### config.mk
export PLATFORM = sky130hd
export DESIGN_NAME = mskaes_input_sharer
export DESIGN_NICKNAME = d
export VERILOG_FILES = /design/src/rtl/mskaes_input_sharer.sv
export SDC_FILE = /design/constraint.sdc
export NUM_CORES = 1
export LEC_CHECK = 0
export CAP_MARGIN = 25
export CORE_AREA = 2 2 227 229
export CTS_BUF_LIST = sky130_fd_sc_hd__clkbuf_8
export DETAILED_ROUTE_END_ITERATION = 8
export DIE_AREA = 0 0 229 231
export GPL_ROUTABILITY_DRIVEN = 0
export MAX_ROUTING_LAYER = met4
export PLACE_DENSITY_LB_ADDON = 0.12
export SYNTH_ARGS = -nofsm -noshare
export SYNTH_HDL_FRONTEND = slang
export SYNTH_SLANG_ARGS = --single-unit
### constraint.sdc
create_clock -name clk -period 4.2 [get_ports clk]
set_input_delay 0.63 -clock clk [delete_from_list [all_inputs] [get_ports clk]]
set_output_delay 0.63 -clock clk [all_outputs]
set_load 0.005 [all_outputs]
### src/rtl/mskaes_input_sharer.sv
// ============================================================================
//  mskaes_input_sharer
//  Splits unmasked plaintext/key words into d bit-interleaved Boolean shares.
//  Revision: 1.0
// ============================================================================
`default_nettype none

module mskaes_input_sharer #(
  parameter int d = 2
) (
  input  logic                  clk,
  input  logic                  nrst,
  input  logic                  in_valid,
  input  logic [31:0]           in_data,
  output logic                  in_ready,
  input  logic                  rnd_valid,
  input  logic [32*(d-1)-1:0]   rnd,
  output logic                  rnd_ready,
  output logic [128*d-1:0]      sh_plaintext,
  output logic [128*d-1:0]      sh_key,
  output logic                  valid_out,
  input  logic                  core_ready,
  input  logic                  flush
);

  typedef enum logic [0:0] {
    LOAD  = 1'b0,
    OFFER = 1'b1
  } state_t;

  state_t           r_state;
  state_t           w_state_nxt;
  logic [2:0]       r_cnt;
  logic [2:0]       w_cnt_nxt;
  logic             w_accept;
  logic [32*d-1:0]  w_word_sh;
  logic [128*d-1:0] r_pt;
  logic [128*d-1:0] r_key;

  // nrst gates the handshakes so nothing is consumed while reset is held
  assign in_ready     = (r_state == LOAD) && rnd_valid && !flush && nrst;
  assign w_accept     = in_valid && in_ready;
  assign rnd_ready    = w_accept;
  assign valid_out    = (r_state == OFFER);
  assign sh_plaintext = r_pt;
  assign sh_key       = r_key;

  always_comb begin
    w_state_nxt = r_state;
    w_cnt_nxt   = r_cnt;
    case (r_state)
      LOAD: begin
        if (flush) begin
          w_cnt_nxt = 3'd0;
        end else if (w_accept) begin
          w_cnt_nxt = r_cnt + 3'd1;
          if (r_cnt == 3'd7) begin
            w_state_nxt = OFFER;
          end
        end
      end
      OFFER: begin
        if (core_ready) begin
          w_state_nxt = LOAD;
        end
      end
      default: w_state_nxt = LOAD;
    endcase
  end

  // Share 0 absorbs the data bit; the plain word only ever exists on this wire
  always_comb begin
    w_word_sh = '0;
    for (int b = 0; b < 32; b++) begin
      w_word_sh[d*b] = in_data[b];
      for (int j = 1; j < d; j++) begin
        w_word_sh[d*b+j] = rnd[(j-1)*32+b];
        w_word_sh[d*b]   = w_word_sh[d*b] ^ rnd[(j-1)*32+b];
      end
    end
  end

  always_ff @(posedge clk or negedge nrst) begin
    if (!nrst) begin
      r_state <= LOAD;
      r_cnt   <= 3'd0;
    end else begin
      r_state <= w_state_nxt;
      r_cnt   <= w_cnt_nxt;
    end
  end

  always_ff @(posedge clk or negedge nrst) begin
    if (!nrst) begin
      r_pt  <= '0;
      r_key <= '0;
    end else if (w_accept) begin
      for (int k = 0; k < 4; k++) begin
        if (r_cnt[1:0] == 2'(k)) begin
          if (!r_cnt[2]) begin
            r_pt[k*32*d +: 32*d] <= w_word_sh;
          end else begin
            r_key[k*32*d +: 32*d] <= w_word_sh;
          end
        end
      end
    end
  end

endmodule

`default_nettype wire

==> metrics.csv <==
metric;value;unit
final cell count without fillers;2541;
TNS Setup;0;ns
fin. max-slew vios;0;
Post-Syn Nets;1258;
std cell rows;83;
CP required;3.57;ns
Final HPWL DP;40920;um
HP Class;input port to async pin;
Setup crit end kind;primary output;
Seq/Total Area, Yosys;0.6521;
CTS tree;built;
Peak Freq;319.7;MHz
DRT Wirelength;60100;um
met2 usage;0.3752;
most common cell after layout, fill and taps aside;clkdlybuf4s50_1;
leading area contributor after synthesis;dfrtp_1;
total power;13.63;mW
met3 usage;0.07572;
# Post-CTS Setup Buffers;0;
CP Launch Type;input port;
total placed cells including tap cells;2386;
drt drc;0;
final hold viol count;0;
# IOs;585;
Crit Path Max Fanout;10;
Slew HR;0.3378;
Tightest Pin Transition;0.9934;ns
1st-iter DRT viols;387;
Placeable Area;0.05068;mm2
total gr overflow;0;
synth warn;0;
period utilization;0.7447;
GRT Total Usage;0.2346;
share of cells above drive strength 1;0.3324;
Worst-Skew Late Latency;0.65;ns
clock-pin slew on the worst setup and hold paths;0.06;ns
largest cells by area after synthesis;dfrtp_1 (65%), mux2_2 (27%), mux2_1 (2.5%);
Max Root-Sink Buffers;3;
Final setup viols;0;
antenna violations before repair;1;
Tmin final;3.128;ns
CTS sink cnt;516;
CTS buffer count;87;
IO Port Bufs;584;
design area;0.02795;mm2
global route hottest layer;met2;
final worst clock skew;0.02124;ns
placed cell area;0.02622;mm2
full die area;0.05290;mm2
Power per Cell Area;487.7;mW/mm2
Vias;12430;
Yosys cell types;22;
status;complete, no violations;
layout net count;1870;
die height;231;um
Die W;229;um
number of global-route vias before repair;13340;
Root Driver;clkbuf_8;
Initial Utilization;0.3908;
CTS H-tree lvls;3;
Static Leak;12.99;nW
vias per cell;4.893;
Setup CP Type;input port to primary output;
DRT Pass-1 Iters;4;
Yosys top cell area share;0.6521;
synthesized instance count;1183;
Max VDD drop;0.2781;mV
post-DR wirelength/cell;23.65;um
area delta synth->final;41.14;%
first-pass GRT wire length;89600;um
largest net degree at the start of global routing;162;
synthesized area;0.01980;mm2
hold buffers post-CTS;0;
Yosys reg bits;516;
RSZ-0062 raised after global routing;no;
Avg Synthesized Cell Area;16.74;um2
commonest non-fill, non-tap cells in the layout;clkdlybuf4s50_1 (583), dfrtp_1 (516), mux2_2 (468);
max-cap violations;0;
CP Data Arrival Time;2.50;ns
# resized after CTS;0;
GRT met1 Usage;0.2700;
Routed Antenna Nets;0;
==> metal layers <==
metal | part of all wire | wire (um)
met1 | 0.39 | 23410
met2 | 0.49 | 29650
met3 | 0.077 | 4644
met4 | 0.040 | 2391
met5 | 0 | 0
==> flip-flops by register name, indices dropped and copies added (netlist names) <==
name / count
valid_out: 1
sh_key: 256
sh_plaintext: 256
r_cnt: 3
==> cell usage after synthesis <==
library cell / number
buf_1: 32
a31oi_1: 1
nand3_1: 1
a22oi_1: 2
a22o_1: 1
inv_1: 8
and4b_1: 1
clkbuf_1: 1
xor2_1: 32
buf_6: 19
ha_1: 5
mux2_1: 44
nor2_1: 2
nand2_1: 7
o31a_1: 1
mux2_2: 468
nor3_4: 4
dfrtp_1: 516
nor4_4: 4
buf_2: 30
or3b_4: 1
o21ai_0: 3
==> report_power, final <==
part / leakage [nW] / internal [mW] / total [mW] / switching, mW
logic: 5.06 / 1.94 / 3.08 / 1.14
registers: 6.93 / 5.76 / 6.17 / 0.402
clock network: 1.00 / 2.41 / 4.39 / 1.98
==> final cells by class <==
| type | count | area [um2] |
|---|---|---|
| multi-input cells | 577 | 6372 |
| clock buffers | 107 | 1473 |
| fillers | 4315 | 22730 |
| diodes | 2 | 5.005 |
| repair buffers | 605 | 6058 |
| clock inverters | 46 | 247.7 |
| flip-flops and latches | 516 | 12910 |
| inverters | 8 | 30.03 |
| well taps | 680 | 850.8 |
==> metrics by stage <==
| step | hold WS, ns | utilization | worst slack [ns] |
|---|---|---|---|
| CTS | 0.1599 | 0.5514 | 1.076 |
| global placement | 0.4688 | 0.5175 | 1.082 |
| floorplan | 0.3344 | - | 1.793 |
| global route | 0.2421 | 0.5515 | 0.9580 |
| detailed placement | 0.4737 | 0.5175 | 1.018 |
| finish | 0.1353 | 0.5515 | 1.072 |
==> worst paths after layout <==
kind | start | end | slack [ns] | cells past startpoint
hold / removal | nrst | sh_key[44]$_DFFE_PN0P_ | 0.14 | 2
setup reg to reg | valid_out$_DFF_PN0_ | sh_plaintext[83]$_DFFE_PN0P_ | 1.68 | 4
hold reg to reg | sh_key[197]$_DFFE_PN0P_ | sh_key[197]$_DFFE_PN0P_ | 0.48 | 1
setup / recovery | in_valid | rnd_ready | 1.07 | 4
max in group asynchronous | nrst | sh_key[34]$_DFFE_PN0P_ | 2.67 | 3
min in group clk | sh_key[197]$_DFFE_PN0P_ | sh_key[197]$_DFFE_PN0P_ | 0.48 | 1
==> critical path, stage by stage <==
cell	delay, ns
clkdlybuf4s50_1	0.52
nand2_1	0.49
nor2_1	0.31
clkdlybuf4s50_1	0.55
==> logic make-up (layout without fill, tap and decap cells) <==
kind of cell | Yosys count | after routing | share of synthesized area
flops | 516 | 516 | 0.6521
mux | 512 | 512 | 0.2911
buf+inv | 90 | 766 | 0.02616
xor+xnor | 32 | 32 | 0.01415
simple gates | 20 | 20 | 0.01061
compound gates | 8 | 8 | 0.002717
fa+ha+maj | 5 | 5 | 0.003159
other cells | 0 | 2 | 0
Note: power is estimated with default switching activity, not from simulation.
